File: src/rtl/regfile_pkg.sv
// Shared defaults and helpers for the two-write/two-read register file with busy scoreboard.
package regfile_pkg;

  localparam int DEF_DATA_W = 32;
  localparam int DEF_ADDR_W = 2;
  localparam int ZERO_IDX   = 0;

  function automatic int depth(input int aw);
    return 1 << aw;
  endfunction

endpackage

File: src/rtl/rf_scoreboard.sv
// Per-register busy bits: set on reserve, cleared on writeback, wiped by flush.
module rf_scoreboard
  import regfile_pkg::*;
#(
  parameter int ADDR_W   = DEF_ADDR_W,
  parameter bit ZERO_REG = 1'b1
) (
  input  logic              clk,
  input  logic              reset,
  input  logic              Flush,
  input  logic              Reserve,
  input  logic [ADDR_W-1:0] ReserveReg,
  input  logic              WrEnA,
  input  logic [ADDR_W-1:0] WrRegA,
  input  logic              WrEnB,
  input  logic [ADDR_W-1:0] WrRegB,
  input  logic [ADDR_W-1:0] ReadReg1,
  input  logic [ADDR_W-1:0] ReadReg2,
  output logic              Busy1,
  output logic              Busy2
);

  localparam int DEPTH = depth(ADDR_W);

  logic [DEPTH-1:0] busy;
  logic [DEPTH-1:0] busyNext;
  logic             reserveOk;

  // The zero register never has a producer, so reserving it is a no-op.
  assign reserveOk = Reserve && !(ZERO_REG && (ReserveReg == ADDR_W'(ZERO_IDX)));

  always_comb begin
    busyNext = busy;
    for (int r = 0; r < DEPTH; r++) begin
      if (Flush)
        busyNext[r] = 1'b0;
      else if (reserveOk && (ReserveReg == ADDR_W'(r)))
        busyNext[r] = 1'b1;
      else if ((WrEnA && (WrRegA == ADDR_W'(r))) || (WrEnB && (WrRegB == ADDR_W'(r))))
        busyNext[r] = 1'b0;
    end
  end

  always_ff @(posedge clk or negedge reset) begin
    if (!reset) busy <= '0;
    else        busy <= busyNext;
  end

  // Data arriving this cycle is bypassed to the reader, so it is not reported busy.
  assign Busy1 = busy[ReadReg1] & ~((WrEnA && (WrRegA == ReadReg1)) || (WrEnB && (WrRegB == ReadReg1)));
  assign Busy2 = busy[ReadReg2] & ~((WrEnA && (WrRegA == ReadReg2)) || (WrEnB && (WrRegB == ReadReg2)));

endmodule

File: src/rtl/regfile_2w2r_sb.sv
// Register file: 2 async read ports with write bypass, 2 sync write ports (B has priority),
// optional hardwired zero register and a busy scoreboard for issue/writeback tracking.
module regfile_2w2r_sb
  import regfile_pkg::*;
#(
  parameter int DATA_W   = DEF_DATA_W,
  parameter int ADDR_W   = DEF_ADDR_W,
  parameter bit ZERO_REG = 1'b1
) (
  input  logic              clk,
  input  logic              reset,
  input  logic [ADDR_W-1:0] ReadReg1,
  input  logic [ADDR_W-1:0] ReadReg2,
  output logic [DATA_W-1:0] ReadData1,
  output logic [DATA_W-1:0] ReadData2,
  output logic              Busy1,
  output logic              Busy2,
  input  logic              RegWriteA,
  input  logic [ADDR_W-1:0] WriteRegA,
  input  logic [DATA_W-1:0] WriteDataA,
  input  logic              RegWriteB,
  input  logic [ADDR_W-1:0] WriteRegB,
  input  logic [DATA_W-1:0] WriteDataB,
  input  logic              Reserve,
  input  logic [ADDR_W-1:0] ReserveReg,
  input  logic              Flush
);

  localparam int DEPTH = depth(ADDR_W);

  logic [DATA_W-1:0] regs [DEPTH];
  logic              wrEnA;
  logic              wrEnB;
  logic              wrStoreA;

  // Writes aimed at the hardwired zero register are dropped before they reach anything.
  assign wrEnA = RegWriteA && !(ZERO_REG && (WriteRegA == ADDR_W'(ZERO_IDX)));
  assign wrEnB = RegWriteB && !(ZERO_REG && (WriteRegB == ADDR_W'(ZERO_IDX)));
  assign wrStoreA = wrEnA && !(wrEnB && (WriteRegA == WriteRegB));

  always_ff @(posedge clk or negedge reset) begin
    if (!reset) begin
      for (int i = 0; i < DEPTH; i++) regs[i] <= '0;
    end else begin
      if (wrStoreA) regs[WriteRegA] <= WriteDataA;
      if (wrEnB)    regs[WriteRegB] <= WriteDataB;
    end
  end

  function automatic logic [DATA_W-1:0] readPort(input logic [ADDR_W-1:0] addr);
    if (wrEnB && (WriteRegB == addr))      return WriteDataB;
    else if (wrEnA && (WriteRegA == addr)) return WriteDataA;
    else                                   return regs[addr];
  endfunction

  always_comb begin
    ReadData1 = '0;
    ReadData2 = '0;
    if (reset) begin
      ReadData1 = readPort(ReadReg1);
      ReadData2 = readPort(ReadReg2);
    end
  end

  rf_scoreboard #(
    .ADDR_W  (ADDR_W),
    .ZERO_REG(ZERO_REG)
  ) u_scoreboard (
    .clk       (clk),
    .reset     (reset),
    .Flush     (Flush),
    .Reserve   (Reserve),
    .ReserveReg(ReserveReg),
    .WrEnA     (wrEnA),
    .WrRegA    (WriteRegA),
    .WrEnB     (wrEnB),
    .WrRegB    (WriteRegB),
    .ReadReg1  (ReadReg1),
    .ReadReg2  (ReadReg2),
    .Busy1     (Busy1),
    .Busy2     (Busy2)
  );

endmodule

File: config.mk
export PLATFORM = sky130hd
export DESIGN_NAME = regfile_2w2r_sb
export DESIGN_NICKNAME = d
export VERILOG_FILES = /design/src/rtl/regfile_pkg.sv /design/src/rtl/rf_scoreboard.sv /design/src/rtl/regfile_2w2r_sb.sv
export SDC_FILE = /design/constraint.sdc
export NUM_CORES = 1
export LEC_CHECK = 0
export CAP_MARGIN = 30
export CORE_ASPECT_RATIO = 1.2
export CORE_MARGIN = 3
export CORE_UTILIZATION = 59
export CTS_BUF_LIST = sky130_fd_sc_hd__clkbuf_16
export CTS_CLUSTER_DIAMETER = 30
export DETAILED_ROUTE_END_ITERATION = 12
export DONT_BUFFER_PORTS = 1
export GPL_TIMING_DRIVEN = 0
export PLACE_DENSITY = 0.77
export SLEW_MARGIN = 20
export SYNTH_ARGS = -nofsm -noshare
export SYNTH_HDL_FRONTEND = slang
export SYNTH_SLANG_ARGS = --single-unit
File: constraint.sdc
create_clock -name clk -period 1.26 [get_ports clk]
set_input_delay 0.126 -clock clk [delete_from_list [all_inputs] [get_ports clk]]
set_output_delay 0.126 -clock clk [all_outputs]
set_load 0.03 [all_outputs]
Word-level counts from Yosys, hierarchy flattened
Index checks and enable logic that the tools add are counted.
Widths: inputs -> output; s select.

storage, ports and cells
  register bits after elaboration = 132
  word-level logic and storage cells = 114

operators by class
  muxes and demuxes = 36
  magnitude comparators = 8
  bitwise operators = 8
  reduce and logical (&&, ||, !) cells = 40
  eq/ne operators = 14

operators by type and width
  kind                count
  $mux 32             12
  $bwmux 128          2
  $mux 128            2
  $bmux 32 s2         2
  $demux 32 s2        2
  $logic_and 1x1->1   23
  $mux 1              14
  $eq 2x2->1 const B  6
  $ge 3x3->1 const B  4
  $not 2->3           4
  $reduce_bool 3->1   4
  $eq 2x2->1          5
  $eq 2x1->1 const B  3
  $logic_not 2->1     3
  $logic_or 1x1->1    6
  $lt 2x3->1 const B  2
  $lt 3x1->1 const B  2
  $bmux 1 s2          2
  $logic_not 1->1     4
  $and 1x1->1         2
  $not 1->1           2

Logic depth before layout (Yosys ltp)
Gate-level depths: netlist (run 1).

  depth in word-level cells = 9
  mapped depth = 7
  depth with buffers taken out = 4

Cells and area by module
Synthesis (run 1) repeated with hierarchy kept, for this count alone.

unflattened totals
  cells, all modules = 921
  area total of the unflattened synthesis = 8,883.5 um^2

by module, submodules not included
  module           cells an instance  seq. area each (um^2)  instances  area each (um^2)
  regfile_2w2r_sb  877                3,203.1                1          8,500.7
  rf_scoreboard    44                 100.1                  1          382.9

Worst setup path after synthesis (run 1)
No wires, ideal clock.

  path kind = input to output
  start point = input RegWriteA
  end point = output ReadData2[10]
  data arrival time = 1,545 ps
  setup slack = -411 ps
  stages = 6
  buffers on the path = 2
  path through = buf_6 > and2_1 > a32oi_4 > buf_6 > nand2_1 > a31oi_1

between the ends
  cells in the longest elaborated chain, start to end = 5

ends and longest elaborated chain
  element             RTL line               text
  start: declaration  regfile_2w2r_sb.sv:18  input logic RegWriteA,
  $logic_and 1x1->1   regfile_2w2r_sb.sv:37  assign wrEnA = RegWriteA && !(ZERO_REG && (WriteRegA == ADDR_W'(ZERO_IDX)));
  $logic_and 1x1->1   regfile_2w2r_sb.sv:52  else if (wrEnA && (WriteRegA == addr)) return WriteDataA;
  $mux 32             regfile_2w2r_sb.sv:52
  $mux 32             regfile_2w2r_sb.sv:51  if (wrEnB && (WriteRegB == addr)) return WriteDataB;
  $mux 32             regfile_2w2r_sb.sv:59  if (reset) begin
  end: declaration    regfile_2w2r_sb.sv:15  output logic [DATA_W-1:0] ReadData2,

No other way between the ends.

Worst setup path after layout (run 1)
  start point = register regs[54] (netlist bit)
  end point = output ReadData1[22]

between the ends
  cells in the longest elaborated chain, start to end = 6

ends and longest elaborated chain
  element                                     RTL line               text
  start: declaration                          regfile_2w2r_sb.sv:31  logic [DATA_W-1:0] regs [DEPTH];
  start signal: indexed assignment            regfile_2w2r_sb.sv:45  if (wrStoreA) regs[WriteRegA] <= WriteDataA;
  start signal: indexed assignment            regfile_2w2r_sb.sv:46  if (wrEnB) regs[WriteRegB] <= WriteDataB;
  $bmux 32 s2                                 regfile_2w2r_sb.sv:53  else return regs[addr];
  $mux 32 (implied by the code) (2 in a row)  regfile_2w2r_sb.sv:53
  $mux 32                                     regfile_2w2r_sb.sv:52
  $mux 32                                     regfile_2w2r_sb.sv:51
  $mux 32                                     regfile_2w2r_sb.sv:59
  end: declaration                            regfile_2w2r_sb.sv:14  output logic [DATA_W-1:0] ReadData1,

No other way between the ends. The select of a mux whose other input is x is not followed.

==> flow_metrics.env, run 1 <==
export IMPL_syn_cell_area_mm2=0.00890
export IMPL_drc_errors=0
export IMPL_path_class="register to output port"
export IMPL_synth_nets=976
export IMPL_post_route_util_pct=82.3
export IMPL_fin_crit_sh_pct=138
export IMPL_final_max_slew_viol_count=0
export IMPL_cts_hold_buf=69
export IMPL_coreArea_mm2=0.0146
export IMPL_fin_nets=1087
export IMPL_hold_violations=132
export IMPL_fin_skew_ps=0
export IMPL_violations="hold timing, setup timing"
export IMPL_maxSlewHeadroom_pct=50.2
export IMPL_power_density_mw_per_mm2=1280
export IMPL_drt_iter0_drc=796
export IMPL_die_area_mm2=0.0166
export IMPL_io_buffers=0
export IMPL_ant_nets=0
export IMPL_hold_path_class="input pin to asynchronous set/reset pin"
export IMPL_dieHeight_um=141
export IMPL_instances_no_fill=1219
export IMPL_synth_yosys_warnings=0
export IMPL_async_flop_share_pct=100
export IMPL_ys_types=38
export IMPL_numClockSinks=132
export IMPL_initial_utilization_pct=61.0
export IMPL_synthCells=896
export IMPL_tightest_slew_ps=747
export IMPL_dp_cells=1096
export IMPL_fillCellCount=853
export IMPL_drt_pass1_iterations=7
export IMPL_cp_end_kind="output port"
export IMPL_ys_flop_type="dfrtp_1"
export IMPL_cts_tree="done"
export IMPL_rsz0062_at_grt="yes"
export IMPL_clock_path_buffers=2
export IMPL_place_hpwl_um=20300
export IMPL_setup_viol=66
export IMPL_io_pins=146
export IMPL_layout_commonest_cell="dfrtp_1"
export IMPL_syn_avg_cell_area_um2=9.93
export IMPL_cts_root_buf="clkbuf_16"
export IMPL_path_clk_slew_ps=60
export IMPL_grt_pass1_vias=9307
export IMPL_status="finished, violations left"
export IMPL_setup_slack_ps=-484
export IMPL_cp_required_ps=1130
export IMPL_vias=8497
export IMPL_die_w_um=118
export IMPL_antenna_found_initial=0
export IMPL_final_layout_size_suffix_gt1_share_pct=34.3
export IMPL_clock_latency_ps=430
export IMPL_grt_pass1_wl_um=50100
export IMPL_cts_max_level=4
export IMPL_fin_crit_ps=1740
export IMPL_finalWirelength_um=32300
export IMPL_gr_usage_all_layers_pct=39.3
export IMPL_mostFrequentLayoutCells="132 x dfrtp_1, 96 x mux2i_1, 91 x nand2_1"
export IMPL_grt_max_degree=134
export IMPL_ir_drop_mv=1.08
export IMPL_numCtsBuffers=17
export IMPL_rows=48
export IMPL_p_leak_uw=0.00438
export IMPL_syn_to_final_growth_pct=35.0
export IMPL_synth_edf_count=0
export IMPL_avgViaCountPerCell=6.97
export IMPL_antenna_cells=0
export IMPL_path_max_fanout=3
export IMPL_start_kind="register"
export IMPL_whs_ps=-617
export IMPL_maxCapViolations=0
export IMPL_gp_congestion=0.877
export IMPL_yosysSeqAreaShare_pct=37.1
export IMPL_synth_seq_cells=132
export IMPL_detail_route_wl_per_cell_um=26.5
export IMPL_cp_arrival_ps=1620
export IMPL_max_freq_mhz=573
export IMPL_grt_overflow=0
[where the power goes]
part	switching (uW)	internal, uW	leakage, uW
clock	1910	3450	0.000314
sequential	470	4830	0.00161
combinational	2640	2070	0.00245
total	5010	10300	0.00438
[cell families after synthesis]
kind of cell | Yosys count | synth area share (%)
AO/OA/AOI/OAI | 235 | 15.1
XOR/XNOR | 4 | 0.563
buffers and inverters | 116 | 8.05
flip-flops | 132 | 37.1
multiplexers | 162 | 27.6
AND/OR/NAND/NOR | 247 | 11.6
[registers in the layout (all words and copies together), names as in the netlist]
signal and flops:
regs 128, u_scoreboard.busy 4
[critical path, cell delays in order (launching register included)]
cell	delay [ps]
dfrtp_1	410
mux4_2	500
nand2_2	120
a31oi_4	150
[through the flow]
step	TNS [ps]	hold slack [ps]	cell area, um^2	total power, uW	setup WS, ps
after floorplan	-7870	-170	10100	8650	-128
after global routing	-29850	-619	12000	15800	-493
after detailed placement	-41080	-165	10300	9390	-551
after global placement	-36270	-166	10300	9150	-533
final	-28390	-617	12000	15400	-484
after CTS	-28040	-620	11900	15100	-450
[cells in the mapped netlist, types with 2 or more instances]
master / n / area [um^2]
nor2_1: 65 / 244
o21ai_1: 57 / 285
nor2b_1: 2 / 12.5
buf_4: 14 / 105
mux2i_1: 96 / 961
mux4_1: 3 / 78.8
buf_6: 21 / 236
buf_2: 17 / 85.1
dfrtp_1: 132 / 3300
nand3b_1: 5 / 37.5
and4bb_1: 2 / 25.0
mux4_2: 63 / 1420
buf_12: 3 / 60.1
and3_1: 3 / 18.8
a31oi_1: 64 / 400
o21ai_0: 39 / 195
nand3_1: 3 / 15.0
a21oi_1: 67 / 335
nand2_1: 161 / 604
nor3b_2: 2 / 25.0
clkbuf_1: 60 / 225
[worst paths after layout]
check / from / endpoint / slack, ps / cells after the start
setup / recovery: regs[54] / ReadData1[22] / -480 / 3
hold / removal: reset / regs[105] / -620 / 0
setup reg to reg: regs[4] / regs[4] / 210 / 4
hold reg to reg: regs[115] / regs[115] / 480 / 1
max in group asynchronous: reset / regs[80] / 1660 / 0
min in group clk: WriteRegA[1] / u_scoreboard.busy[1] / 100 / 3
[layout make-up]
type / instances / area [um^2] / share of cell area (%)
multi-input combinational: 648 / 6140 / 51.1
sequential: 132 / 3300 / 27.5
timing repair buffer: 92 / 876 / 7.30
buffer: 116 / 818 / 6.82
clock buffer: 17 / 425 / 3.54
tap: 200 / 250 / 2.08
clock inverter: 14 / 194 / 1.62
[timing repair]
action / 4_1_cts / 5_1_grt
pin swaps: 127 / 19
buffers inserted: 14 / 9
resized for setup: 75 / 1
endpoints found under the setup margin: 66 / 66
hold endpoints to repair: 232 / 132
[per-layer routing]
layer | up-vias | track usage (%) | wire, um
met2 | 612 | 67.3 | 16500
li1 | 3478 | - | -
met4 | 0 | 21.9 | 1550
met3 | 160 | 11.1 | 3320
met5 | - | 0 | 0
met1 | 4247 | 44.2 | 11000
No activity file was read; power rests on OpenSTA's default activity.
==> run 2: changes to the inputs <==
- CORE_ASPECT_RATIO: 1.2 -> 0.6
- REMOVE_ABC_BUFFERS: default -> 1
==> flow_metrics.env, run 2 (same netlist as run 1, synthesis figures left out) <==
export IMPL_r2r_slack_ps=170
export IMPL_whs_ps=-608
export IMPL_io_buffers=0
export IMPL_clock_path_buffers=2
export IMPL_post_route_cell_area_mm2=0.0122
export IMPL_drt_pass1_iterations=9
export IMPL_drc_errors=0
export IMPL_cp_arrival_ps=1640
export IMPL_dpl_instance_area_mm2=0.00890
export IMPL_gp_congestion=0.835
export IMPL_fin_skew_ps=0
export IMPL_endpoint="ReadData1[27]"
export IMPL_p_leak_uw=0.00451
export IMPL_fin_crit_ps=1760
export IMPL_status="finished, violations left"
export IMPL_ant_nets=0
export IMPL_setup_viol=70
export IMPL_die_area_mm2=0.0166
export IMPL_path_class="register to output port"
export IMPL_fillCellCount=732
export IMPL_grt_max_degree=197
export IMPL_clkPwrFrac_pct=35.0
export IMPL_ff2ff_path_depth=4
export IMPL_fin_crit_sh_pct=140
export IMPL_layout_commonest_cell="dfrtp_1"
export IMPL_io_pins=146
export IMPL_rsz0062_at_grt="yes"
export IMPL_antenna_found_initial=0
export IMPL_setup_slack_ps=-505
export IMPL_start_kind="register"
export IMPL_combPwrFrac_pct=31.1
export IMPL_mostFrequentLayoutCells="132 x dfrtp_1, 97 x nand2_1, 92 x mux2i_1"
export IMPL_cts_root_buf="clkbuf_16"
export IMPL_rr_startpoint="regs[22]"
export IMPL_dieHeight_um=101
export IMPL_place_hpwl_um=16400
export IMPL_netSwitchingFraction_pct=32.7
export IMPL_vias=8510
export IMPL_numClockSinks=132
export IMPL_grt_pass1_wl_um=49100
export IMPL_regArea_mm2=0.00330
export IMPL_die_w_um=165
export IMPL_final_layout_size_suffix_gt1_share_pct=35.5
export IMPL_avgViaCountPerCell=7.17
export IMPL_max_freq_mhz=567
export IMPL_largest_register="regs"
export IMPL_cts_max_level=4
export IMPL_rows=34
export IMPL_coreArea_mm2=0.0146
export IMPL_hold_path_class="input pin to asynchronous set/reset pin"
export IMPL_gr_usage_all_layers_pct=39.0
export IMPL_final_max_slew_viol_count=0
export IMPL_path_max_fanout=3
export IMPL_cts_hold_buf=70
export IMPL_rr_endpoint="regs[22]"
export IMPL_path_clk_slew_ps=60
export IMPL_cp_end_kind="output port"
export IMPL_numCtsBuffers=17
export IMPL_maxSlewHeadroom_pct=40.5
export IMPL_tightest_slew_ps=892
export IMPL_maxCapViolations=0
export IMPL_post_route_util_pct=83.1
export IMPL_power_uw=15700
export IMPL_intPower_uw=10600
export IMPL_seqPwrFrac_pct=34.0
export IMPL_multi_input_area_mm2=0.00616
export IMPL_drt_iter0_drc=1123
export IMPL_detail_route_wl_per_cell_um=28.8
export IMPL_initial_utilization_pct=60.8
export IMPL_ir_drop_mv=0.800
export IMPL_grt_overflow=0
export IMPL_clock_latency_ps=420
export IMPL_power_density_mw_per_mm2=1290
export IMPL_cts_tree="done"
export IMPL_syn_to_final_growth_pct=36.8
export IMPL_grt_pass1_vias=8994
export IMPL_hold_violations=132
export IMPL_finalWirelength_um=34100
export IMPL_startpoint="regs[27]"
export IMPL_reg_top3="regs: 128 flops, u_scoreboard.busy: 4 flops"
export IMPL_cp_required_ps=1130
export IMPL_fin_nets=1055
export IMPL_violations="hold timing, setup timing"
export IMPL_netSwitchingPower_uw=5130
export IMPL_fin_tns_setup_ps=-29120
export IMPL_largest_reg_flops=128
[run 2: cell type report]
class,instances,area share (%)
flip-flops and latches,132,27.1
clock buffers,17,3.50
clock inverters,15,1.77
multi-input cells,651,50.7
repair buffers,173,14.9
diodes,1,0.0206
well taps,198,2.04
[run 2: per-stage QoR]
stage,std cells,setup WS (ps)
after detailed placement,1004,-1050
after global placement,978,-5030
after global routing,1186,-582
after floorplan,780,-2830
after CTS,1145,-451
final,1187,-505
[run 2: worst min path at each step]
stage,from,end,slack (ps),depth (start not counted)
detailed placement,reset,regs[119],-160,0
global placement,reset,regs[123],-170,0
floorplan,reset,regs[0],-170,0
global route,reset,regs[123],-620,0
finish,reset,regs[123],-610,0
CTS,reset,regs[116],-610,0
[run 2: critical path, stage by stage, from the launching register on]
cell,delay [ps]
dfrtp_1,430
mux4_2,520
nand2_2,110
a31oi_4,150
[run 2: per-layer routing]
metal / share of wire (%) / track usage (%)
met5: 0 / 0
met4: 4.3 / 19.8
met3: 12 / 12.9
met2: 48 / 63.9
met1: 36 / 46.8
[run 2: timing repair]
item	in CTS	in global routing
endpoints found under the hold margin	232	132
setup endpoints to repair	158	110
gates resized for setup	194	33
pin swaps	105	78
setup buffers	37	38
gates cloned	2	3
[run 2: power by group through the flow]
stage	registers [uW]	clock network, uW	logic (uW)
3_5_place_dp	5320	0	3090
3_3_place_gp	5230	0	2850
2_1_floorplan	5170	0	2520
6_report	5330	5490	4880
4_1_cts	5250	5440	4330
5_1_grt	5370	5680	5100
==> run 3: changes to the inputs <==
- ABC_AREA: default -> 1
==> flow_metrics.env, run 3 <==
export IMPL_ant_nets=0
export IMPL_regArea_mm2=0.00330
export IMPL_path_max_fanout=2
export IMPL_cp_required_ps=1130
export IMPL_maxSlewHeadroom_pct=40.6
export IMPL_final_max_slew_viol_count=0
export IMPL_clkPwrFrac_pct=31.7
export IMPL_rows=37
export IMPL_synthTopCellsByCount="773 x nand2_1, 389 x nand3_1, 235 x inv_1, 132 x dfrtp_1, 132 x nor2_1"
export IMPL_antenna_found_initial=0
export IMPL_syn_avg_cell_area_um2=5.64
export IMPL_initial_utilization_pct=61.7
export IMPL_antenna_cells=0
export IMPL_clock_latency_ps=420
export IMPL_syn_to_final_growth_pct=25.6
export IMPL_fin_skew_ps=0
export IMPL_post_route_cell_area_mm2=0.0136
export IMPL_cp_end_kind="output port"
export IMPL_netSwitchingFraction_pct=39.5
export IMPL_start_kind="register"
export IMPL_cts_max_level=4
export IMPL_layout_commonest_cell="nand2_1"
export IMPL_syn_cell_area_mm2=0.0108
export IMPL_avgViaCountPerCell=6.48
export IMPL_grt_max_degree=134
export IMPL_netSwitchingPower_uw=6280
export IMPL_whs_ps=-621
export IMPL_synth_yosys_warnings=0
export IMPL_hold_violations=132
export IMPL_die_w_um=181
export IMPL_multi_input_area_mm2=0.00664
export IMPL_yosysSeqAreaShare_pct=30.5
export IMPL_hold_path_class="input pin to asynchronous set/reset pin"
export IMPL_combPwrFrac_pct=36.4
export IMPL_yosysTopAreaCell="dfrtp_1"
export IMPL_numClockSinks=132
export IMPL_ys_flop_type="dfrtp_1"
export IMPL_drt_iter0_drc=2847
export IMPL_synth_top_cell_area_share_pct=30.5
export IMPL_synthCells=1918
export IMPL_seqPwrFrac_pct=31.9
export IMPL_synth_most_common_cell="nand2_1"
export IMPL_clock_path_buffers=2
export IMPL_final_layout_size_suffix_gt1_share_pct=23.7
export IMPL_vias=14100
export IMPL_gr_usage_all_layers_pct=43.7
export IMPL_dieHeight_um=111
export IMPL_finalWirelength_um=48100
export IMPL_mostFrequentLayoutCells="687 x nand2_1, 336 x nand3_1, 171 x inv_2"
export IMPL_drt_pass1_iterations=8
export IMPL_path_class="register to output port"
export IMPL_tightest_slew_ps=890
export IMPL_async_flop_share_pct=100
export IMPL_fin_crit_ps=1660
export IMPL_reg_top3="regs: 128 flops, u_scoreboard.busy: 4 flops"
export IMPL_grt_pass1_wl_um=70300
export IMPL_synth_seq_cells=132
export IMPL_maxCapViolations=0
export IMPL_status="finished, violations left"
export IMPL_drc_errors=0
export IMPL_largest_register="regs"
export IMPL_largest_reg_flops=128
export IMPL_rsz0062_at_grt="yes"
export IMPL_violations="hold timing, setup timing"
export IMPL_ir_drop_mv=0.984
export IMPL_numCtsBuffers=17
export IMPL_fin_nets=2004
export IMPL_setup_slack_ps=-399
export IMPL_p_leak_uw=0.00745
export IMPL_ys_types=19
export IMPL_max_freq_mhz=603
export IMPL_cts_tree="done"
export IMPL_die_area_mm2=0.0201
export IMPL_yosys_top_cells_area="dfrtp_1 31%, nand2_1 27%, nand3_1 18%"
export IMPL_cts_hold_buf=69
export IMPL_fillCellCount=1297
export IMPL_grt_overflow=0
export IMPL_intPower_uw=9640
export IMPL_coreArea_mm2=0.0175
export IMPL_cp_arrival_ps=1530
export IMPL_power_uw=15900
export IMPL_path_clk_slew_ps=70
export IMPL_dpl_instance_area_mm2=0.0110
export IMPL_ff2ff_path_depth=7
export IMPL_power_density_mw_per_mm2=1170
export IMPL_synth_edf_count=0
export IMPL_place_hpwl_um=23000
export IMPL_fin_crit_sh_pct=132
export IMPL_detail_route_wl_per_cell_um=22.2
export IMPL_gp_congestion=0.828
export IMPL_setup_viol=67
export IMPL_io_pins=146
export IMPL_io_buffers=0
export IMPL_cts_root_buf="clkbuf_16"
export IMPL_grt_pass1_vias=13200
==> run 3: cell types whose count changed in the layout (fill, tap and decap cells not counted), sizes merged, moves of 64 or more <==
cell / before / now
o21ai: 96 / 2
inv: 2 / 243
a31oi: 64 / 0
nand3: 3 / 393
mux2i: 96 / 0
nor2: 65 / 135
nand4: 0 / 64
nand2: 161 / 773
mux4: 66 / 0
==> run 3: worst paths after layout <==
| check | startpoint | endpoint | slack, ps |
|---|---|---|---|
| worst max-delay path | regs[104] | ReadData2[8] | -400 |
| worst max register to register | regs[27] | regs[27] | 260 |
| worst min register to register | regs[115] | regs[115] | 380 |
| worst min-delay path | reset | regs[127] | -620 |
| min in group clk | WriteDataA[25] | regs[57] | 10 |
| max in group asynchronous | reset | regs[25] | 1600 |
==> run 3: layout make-up <==
cell class,count,area share [%]
multi-input cells,1383,48.8
flip-flops and latches,132,24.3
repair buffers,148,13.0
inverters,239,7.38
clock buffers,17,3.13
well taps,234,2.15
clock inverters,14,1.05
repair inverters,3,0.212
==> run 3: through the flow <==
| step | setup slack [ps] | util [%] | cells | setup TNS [ps] |
|---|---|---|---|---|
| finish | -399 | 77.5 | 2170 | -19520 |
| global route | -415 | 77.5 | 2170 | -21240 |
| CTS | -249 | 73.9 | 2151 | -14430 |
| detailed placement | -1430 | 62.6 | 2006 | -165930 |
| global placement | -4670 | 59.2 | 1985 | -654090 |
| floorplan | -1870 | - | 1751 | -260740 |
==> run 3: layer usage <==
| layer | wire, um | global-route usage (%) | share of wire [%] |
|---|---|---|---|
| met1 | 16400 | 57.0 | 34 |
| met2 | 19500 | 65.0 | 41 |
| met3 | 8780 | 13.0 | 18 |
| met4 | 3410 | 24.0 | 7.1 |
| met5 | 0 | 0 | 0 |
==> run 3: kinds of logic after synthesis <==
kind of cell | after synthesis | share of synthesized area (%)
and+or+nand+nor | 1367 | 53.7
buffers and inverters | 406 | 15.1
DFF | 132 | 30.5
AOI/OAI and AO/OA | 11 | 0.555
xor gates and xnor gates | 2 | 0.162
==> run 3: what timing repair did <==
action | CTS | global route
endpoints found under the setup margin | 162 | 153
pin swaps | 80 | 95
endpoints found under the hold margin | 232 | 132
cloned | 7 | 4
buffers inserted | 38 | 15
gates resized for setup | 207 | 164
==> run 3: power by group through the flow <==
stage / Combinational (uW) / Clock (uW) / Sequential, uW
2_1_floorplan: 3290 / 0 / 4990
3_3_place_gp: 4060 / 0 / 5010
3_5_place_dp: 4350 / 0 / 5030
4_1_cts: 5090 / 4920 / 5030
5_1_grt: 6210 / 5130 / 5110
6_report: 5800 / 5050 / 5070
==> run 3: critical path: stages, from the launching register on <==
cell     delay, ps
dfrtp_1        420
inv_2           90
nand2_1         90
nand3_1         90
nand2_1         60
nand2_1         90
nand3_2         70
nand2_2        110
inv_4           70
